==> src/rtl/vram_fetch_seq.sv <==
// Video-RAM fetch sequencer: slices each VRAM word into byte slots on CAS edges in video RAS
// windows, with an optional programmable slot delay and blanking on the delayed stream.
module vram_fetch_seq #(
    parameter int unsigned BYTES     = 2,
    parameter int unsigned MAX_SHIFT = 4,
    localparam int unsigned SHIFT_W  = $clog2(MAX_SHIFT + 1),
    localparam int unsigned BSEL_W   = (BYTES > 1) ? $clog2(BYTES) : 1
) (
    input  logic                 clk_i,
    input  logic                 reset_i,
    input  logic                 cpu_n_i,
    input  logic                 ras_n_i,
    input  logic                 cas_n_i,
    input  logic                 crtc_de_i,
    input  logic [13:0]          ma_i,
    input  logic [4:0]           ra_i,
    input  logic [SHIFT_W-1:0]   shift_amt_i,
    input  logic [8*BYTES-1:0]   vram_din_i,
    output logic [14:0]          vram_addr_o,
    output logic [7:0]           vram_d_o,
    output logic                 byte_stb_o
);

    logic              cas_q;
    logic [BSEL_W-1:0] bsel_q, bsel_d;
    logic [7:0]        line_q [MAX_SHIFT];
    logic [7:0]        line_d [MAX_SHIFT];
    logic [14:0]       vram_addr_q, vram_addr_d;
    logic [7:0]        vram_d_q, vram_d_d;
    logic              byte_stb_q, byte_stb_d;

    logic              cap;
    logic [7:0]        cur_byte;
    logic [7:0]        tap;
    logic [SHIFT_W-1:0] shift_eff;

    always_comb begin
        // CAS rising edge inside a video RAS window
        cap = cpu_n_i & ~ras_n_i & ~cas_q & cas_n_i;

        cur_byte = '0;
        for (int k = 0; k < int'(BYTES); k++) begin
            if (bsel_q == BSEL_W'(k)) cur_byte = vram_din_i[8*k +: 8];
        end

        shift_eff = (shift_amt_i > SHIFT_W'(MAX_SHIFT)) ? SHIFT_W'(MAX_SHIFT) : shift_amt_i;

        tap = '0;
        for (int i = 0; i < int'(MAX_SHIFT); i++) begin
            if (shift_eff == SHIFT_W'(i + 1)) tap = line_q[i];
        end
    end

    always_comb begin
        bsel_d      = bsel_q;
        line_d      = line_q;
        vram_addr_d = vram_addr_q;
        vram_d_d    = vram_d_q;
        byte_stb_d  = 1'b0;

        if (!cpu_n_i) begin
            bsel_d = '0;
        end else begin
            vram_addr_d = {ma_i[13:12], ra_i[2:0], ma_i[9:0]};
            if (cap) begin
                // Extra CAS pulses past the last slot keep re-reading it
                bsel_d = (bsel_q == BSEL_W'(BYTES - 1)) ? bsel_q : bsel_q + BSEL_W'(1);
                line_d[0] = crtc_de_i ? cur_byte : 8'h00;
                for (int i = 1; i < int'(MAX_SHIFT); i++) begin
                    line_d[i] = line_q[i-1];
                end
                vram_d_d   = (shift_eff == '0) ? cur_byte : tap;
                byte_stb_d = 1'b1;
            end
        end
    end

    always_ff @(posedge clk_i or posedge reset_i) begin
        if (reset_i) begin
            cas_q       <= 1'b1;
            bsel_q      <= '0;
            vram_addr_q <= '0;
            vram_d_q    <= '0;
            byte_stb_q  <= 1'b0;
            for (int i = 0; i < int'(MAX_SHIFT); i++) begin
                line_q[i] <= '0;
            end
        end else begin
            cas_q       <= cas_n_i;
            bsel_q      <= bsel_d;
            vram_addr_q <= vram_addr_d;
            vram_d_q    <= vram_d_d;
            byte_stb_q  <= byte_stb_d;
            line_q      <= line_d;
        end
    end

    assign vram_addr_o = vram_addr_q;
    assign vram_d_o    = vram_d_q;
    assign byte_stb_o  = byte_stb_q;

endmodule

==> config.mk <==
export PLATFORM = sky130hd
export DESIGN_NAME = vram_fetch_seq
export DESIGN_NICKNAME = d
export VERILOG_FILES = /design/src/rtl/vram_fetch_seq.sv
export SDC_FILE = /design/constraint.sdc
export NUM_CORES = 1
export LEC_CHECK = 0
export ABC_AREA = 0
export BUFFER_PORTS_ARGS = -buffer_cell sky130_fd_sc_hd__clkbuf_2
export CORE_MARGIN = 2
export CORE_UTILIZATION = 40
export CTS_CLUSTER_DIAMETER = 50
export DETAILED_ROUTE_END_ITERATION = 6
export GPL_TIMING_DRIVEN = 0
export MAX_ROUTING_LAYER = met4
export PLACE_DENSITY = 0.72
export SYNTH_ARGS = -nofsm -noshare
export SYNTH_HDL_FRONTEND = slang
export SYNTH_SLANG_ARGS = --single-unit
==> constraint.sdc <==
create_clock -name clk_i -period 2.3 [get_ports clk_i]
set_clock_uncertainty 0.15 [all_clocks]
set_input_delay 0.115 -clock clk_i [delete_from_list [all_inputs] [get_ports clk_i]]
set_output_delay 0.115 -clock clk_i [all_outputs]
set_load 0.005 [all_outputs]
==> impl_metrics.json, run 1 <==
{
  "pin_count_of_the_biggest_net_entering_global_routing": 44,
  "start_util": 0.4108,
  "synth_area_um2": 2594,
  "outcome": "complete, no violations",
  "hold-worst-slack_ns": 0.03567,
  "global_route.overflow_total": 0,
  "max_cap_violations": 0,
  "grt_antenna_before_repair": 0,
  "io_pins": 68,
  "critPathTopFamily": "flip-flops",
  "dieHeight_um": 84.53,
  "synth_commonest_cells": "nand2_1 (83), dfrtp_1 (57), mux2_2 (22)",
  "synth_seq_area_share": 0.5601,
  "timing_max_transition_violations_final": 0,
  "pre_cts_slack_ns": 0.7483,
  "cts_sinks": 58,
  "post-route-cell-area_um2": 3440,
  "numCtsBuffers": 9,
  "crit_path_cell_trace": "nand4bb_1 -> buf_2 -> buf_2 -> nor2_1 -> a22o_1",
  "worst_pin_slew_ns": 0.4164,
  "dieWidth_um": 84.53,
  "worst-endpoint-arrival_ns": 1.65,
  "drcViolationCount": 0,
  "ant_nets": 0,
  "cts_max_path_buffers": 2,
  "critical_path.max_stage_delay_ns": 0.52,
  "netlist_top_cells_area": "dfrtp_1 (55%), nand2_1 (12%), mux2_2 (9.6%)",
  "power.static_leakage_nw": 1.696,
  "slowest_stage": "dfstp_2",
  "fill_cells": 574,
  "worst_path_most_repeated_cell": "buf_2",
  "htreeDepth": 3,
  "placed_area_um2": 3005,
  "tcrit_tclk_final": 0.6847,
  "cts.repair.resized": 0,
  "synth_top_area_share": 0.5499,
  "layout_cells_sized_above_1": 0.3430,
  "slew_headroom": 0.7224,
  "crit_type": "flop to flop",
  "ys_seq_elements": 58,
  "post_cts_hold_buffer_count": 23,
  "cp_num_buf_inv": 2,
  "hpwl_um": 4248,
  "final_util": 0.5448,
  "global_route_wire_length_before_repair_um": 11420,
  "critPathRequiredTime_ns": 2.37,
  "total_power_mw": 2.688,
  "worst_setup_hold_path_clk_slew_ns": 0.07,
  "avgRoutedWirePerCell_um": 16.13,
  "synth-edff-count": 0,
  "crit_path_max_fanout": 10,
  "p_per_area_nw_per_um2": 781.4,
  "grt_pass1_vias": 2348,
  "finalWorstSetupSlack_ns": 0.7251,
  "placement.io_buffers": 59,
  "critical_path.startpoint_type": "flop",
  "setup_viol_count_final": 0,
  "yosys_warnings": 0,
  "via_count": 2154,
  "synth.avg_cell_area_um2": 10.59,
  "clk_latency_ns": 0.33,
  "tritoncts": "yes",
  "synthDistinctLibCells": 25,
  "overall_die_area_um2": 7144,
  "synthCells": 245,
  "min_path_type": "primary input to flop",
  "grtUsageTotal": 0.2095,
  "vdd.ir_drop.worst_uv": 516.9,
  "mappedNetlistNets": 289,
  "core_area_um2": 6314,
  "final_critical_delay_including_setup_and_external_delays_ns": 1.575,
  "vias_per_cell": 5.116,
  "design.final.nets": 383,
  "max_freq_mhz": 635.0,
  "final_std_cells_w_o_fill": 421,
  "postRouteWirelength_um": 6789,
  "antennaDiodeCount": 0,
  "synthArstFlopShare": 1.000,
  "rsz0062_at_grt": "no",
  "num_rows": 29,
  "clock_tree.root_cell": "clkbuf_8",
  "cts.repair_timing.setup_buffer_count": 0,
  "crit_path_end_kind": "flop",
  "p_r_area_growth_vs_syn_pct": 32.61,
  "ys.flop_type": "dfrtp_1",
  "yosysMostFrequentCell": "nand2_1",
  "drt_first_iter_violations": 142,
  "finalWeightedCongestion": 0.7947,
  "synth_largest_area_cell": "dfrtp_1",
  "dpl.cell_count": 382,
  "detail_route.first_pass.iterations": 4,
  "hold_viol": 0,
  "timing.setup.tns_ns": 0
}
-- path summary, 6_finish.rpt --
| check | from | endpoint | slack, ns | depth (start not counted) |
|---|---|---|---|---|
| setup / recovery | cas_q | line_q[26] | 0.73 | 5 |
| hold / removal | vram_din_i[0] | line_q[24] | 0.04 | 4 |
| setup reg to reg | cas_q | line_q[26] | 0.73 | 5 |
| hold reg to reg | line_q[0] | line_q[0] | 0.33 | 2 |
| max in group asynchronous | reset_i | line_q[31] | 1.33 | 4 |
| min in group asynchronous | reset_i | vram_addr_o[2] | 0.12 | 3 |
-- layout by cell type (no fill, tap or decap), drive strengths merged, types with 2 or more instances in the layout --
cell type    netlist  routed
mux2i              9       9
a31oi              7       7
clkinv             0       2
clkbuf             1      70
buf               18      19
o41a               7       7
nor2              15      15
mux2              22      22
dfrtp             57      57
a22o               8       8
inv                3       3
clkinvlp           0       3
dlygate4sd3        0      23
nand2             83      83
a32oi              7       7
-- report_power, final --
group	internal [mW]	switching [mW]	total (mW)
sequential	1.18	0.107	1.29
combinational	0.242	0.212	0.454
clock	0.529	0.417	0.946
total	1.95	0.736	2.69
-- worst register-to-register path, delay by kind of cell, from the launching register on --
| kind | cells | cell delay [ns] |
|---|---|---|
| buffers and inverters | 2 | 0.42 |
| flip-flops | 1 | 0.52 |
| AND/OR/NAND/NOR | 2 | 0.19 |
| AO/OA/AOI/OAI | 1 | 0.18 |
-- cell type report --
type | instances | area [µm²] | area share
Sequential cell | 58 | 1453 | 0.4223
Multi-Input combinational cell | 165 | 1013 | 0.2947
Timing Repair Buffer | 83 | 545.5 | 0.1586
Clock buffer | 10 | 137.6 | 0.04001
Buffer | 19 | 116.4 | 0.03383
Tap cell | 77 | 96.34 | 0.02801
Clock inverter | 6 | 66.31 | 0.01928
Inverter | 3 | 11.26 | 0.003274
-- state kept, by name (all words and copies together), names as in the netlist --
name	cells
line_q	32
byte_stb_o	1
vram_addr_o	15
vram_d_o	8
cas_q	1
bsel_q	1
-- layer usage --
metal | track usage | wire length [µm]
met3 | 0.06293 | 447
met2 | 0.3450 | 3377
met1 | 0.2503 | 2899
met4 | 0.05916 | 65
met5 | - | 0
-- cells by family after synthesis --
family / synth area share
buffers and inverters: 0.04920
flip-flops: 0.5601
multiplexers: 0.1302
AND/OR/NAND/NOR: 0.1539
AO/OA/AOI/OAI: 0.1066
No activity file was read; power rests on OpenSTA's default activity.
==> run 2: changes to the inputs <==
==> constraint.sdc (replaced) <==
create_clock -name clk_i -period 1.64 [get_ports clk_i]
set_clock_uncertainty 0.15 [all_clocks]
set_input_delay 0.082 -clock clk_i [delete_from_list [all_inputs] [get_ports clk_i]]
set_output_delay 0.082 -clock clk_i [all_outputs]
set_load 0.005 [all_outputs]
==> impl_metrics.json, run 2 (same netlist as run 1, synthesis figures left out) <==
{
  "worst_setup_hold_path_clk_slew_ns": 0.07,
  "numCtsBuffers": 9,
  "ant_nets": 0,
  "cts_sinks": 58,
  "avgRoutedWirePerCell_um": 16.37,
  "critPathTopFamily": "flip-flops",
  "dieHeight_um": 84.53,
  "slowest_stage": "dfstp_2",
  "crit_path_cell_trace": "nand4bb_1 -> buf_2 -> buf_4 -> nor2_1 -> a22o_1",
  "critical_path.max_stage_delay_ns": 0.52,
  "postRouteWirelength_um": 6909,
  "pre_cts_slack_ns": 0.05717,
  "finalWorstSetupSlack_ns": 0.1016,
  "fill_cells": 586,
  "critical_path.startpoint_type": "flop",
  "critPathRequiredTime_ns": 1.72,
  "max_freq_mhz": 650.0,
  "setup_viol_count_final": 0,
  "detail_route.first_pass.iterations": 4,
  "antennaDiodeCount": 0,
  "violations_in_the_final_reports": "hold timing",
  "min_path_type": "primary input to flop",
  "htreeDepth": 3,
  "rsz0062_at_grt": "no",
  "crit_type": "flop to flop",
  "power.static_leakage_nw": 1.708,
  "vias_per_cell": 5.156,
  "crit_path_end_kind": "flop",
  "power_frac_seq": 0.476,
  "clk_latency_ns": 0.34,
  "most_common_library_cell_in_the_layout_ignoring_fill_and_taps": "nand2_1",
  "core_area_um2": 6314,
  "io_pins": 68,
  "pin_count_of_the_biggest_net_entering_global_routing": 59,
  "clock_power_share": 0.357,
  "tcrit_tclk_final": 0.9380,
  "cts_max_path_buffers": 2,
  "drt_first_iter_violations": 149,
  "overall_die_area_um2": 7144,
  "dieWidth_um": 84.53,
  "clock_tree.root_cell": "clkbuf_8",
  "timing.setup.tns_ns": 0,
  "num_rows": 29,
  "grtUsageTotal": 0.2119,
  "p_r_area_growth_vs_syn_pct": 33.24,
  "grt_antenna_before_repair": 0,
  "max_cap_violations": 0,
  "final_util": 0.5474,
  "global_route.overflow_total": 0,
  "vdd.ir_drop.worst_uv": 695.9,
  "design.final.nets": 384,
  "grt_pass1_vias": 2277,
  "start_util": 0.4108,
  "slew_headroom": 0.5416,
  "p_per_area_nw_per_um2": 1100,
  "max_reg_flops": 32,
  "timing_max_transition_violations_final": 0,
  "cp_num_buf_inv": 2,
  "tritoncts": "yes",
  "drcViolationCount": 0,
  "via_count": 2176,
  "crit_path_max_fanout": 10,
  "layout_cells_sized_above_1": 0.3420,
  "global_route_wire_length_before_repair_um": 11300,
  "hold-worst-slack_ns": -0.007575,
  "worst-endpoint-arrival_ns": 1.62,
  "layout.cells.most_common_list": "nand2_1 (83), clkbuf_2 (59), dfrtp_1 (57)",
  "hold_viol": 2,
  "finalWeightedCongestion": 0.8820,
  "top_register": "line_q",
  "placement.io_buffers": 59,
  "power_switching_mw": 1.029,
  "final_critical_delay_including_setup_and_external_delays_ns": 1.538,
  "worst_pin_slew_ns": 0.6861,
  "power_switching_share": 0.2706,
  "hpwl_um": 4264,
  "outcome": "finished with violations",
  "fraction_of_power_consumed_by_combinational_cells": 0.167,
  "internal_power_component_mw": 2.773
}
-- run 2: cell count changes in the layout (fill, tap and decap cells not counted), sizes merged --
cell         previous run  this run
clkinv                  2         3
clkinvlp                3         2
dlygate4sd3            23        24
inv                     3         2
clkbuf                 70        71
-- run 2: repair_timing --
item                                   CTS  global route
gates resized for setup                  0             2
buffers inserted                         0             0
hold buffers                            24             0
endpoints found under the hold margin   74             0
setup endpoints to repair                0             7
-- run 2: worst paths after layout --
| path | start | end | slack, ns | depth (start not counted) |
|---|---|---|---|---|
| max | cas_q | line_q[30] | 0.10 | 5 |
| min | vram_din_i[10] | line_q[26] | -0.008 | 4 |
| max reg2reg | cas_q | line_q[30] | 0.10 | 5 |
| min reg2reg | line_q[4] | line_q[4] | 0.33 | 2 |
| max in group asynchronous | reset_i | cas_q | 0.50 | 4 |
| min in group asynchronous | reset_i | vram_addr_o[13] | 0.22 | 3 |
-- run 2: layout make-up --
cell class	count	area (µm²)	area share
flip-flops and latches	58	1453	0.4203
multi-input cells	165	1013	0.2933
repair buffers	84	555.5	0.1608
clock buffers	11	151.4	0.04381
plain buffers	19	118.9	0.03440
well taps	77	96.34	0.02788
clock inverters	5	52.55	0.01521
inverters	3	15.01	0.004345
-- run 2: power by group through the flow --
| stage | Clock (mW) | Combinational [mW] | Sequential, mW |
|---|---|---|---|
| 3_3_place_gp | 0 | 0.554 | 1.82 |
| 4_1_cts | 1.37 | 0.632 | 1.81 |
| 5_1_grt | 1.44 | 0.712 | 1.83 |
| 2_1_floorplan | 0 | 0.361 | 1.80 |
| 3_5_place_dp | 0 | 0.574 | 1.83 |
| 6_report | 1.36 | 0.635 | 1.81 |
-- run 2: worst register-to-register path: cells and delay by family (launching register included) --
kind                   cells  cell delay [ns]
DFF                        1             0.52
buffers and inverters      2             0.39
AOI/OAI and AO/OA          1             0.18
and+or+nand+nor            2             0.18
-- run 2: metal layers --
metal,track usage,vias up,share of wire
li1,-,1030,-
met1,0.2683,1036,0.43
met2,0.3307,98,0.48
met3,0.06588,12,0.077
met4,0.05916,0,0.010
met5,-,-,0
-- run 2: through the flow --
stage          instance area, µm²  std cells  power (mW)  hold WS, ns
3_5_place_dp                 2989        381       2.406      0.03937
2_1_floorplan                2597        245       2.159     -0.06352
5_1_grt                      3456        422       3.979      0.03382
3_3_place_gp                 2989        381       2.376      0.03324
6_report                     3456        422       3.802    -0.007575
4_1_cts                      3433        421       3.812    0.0004738
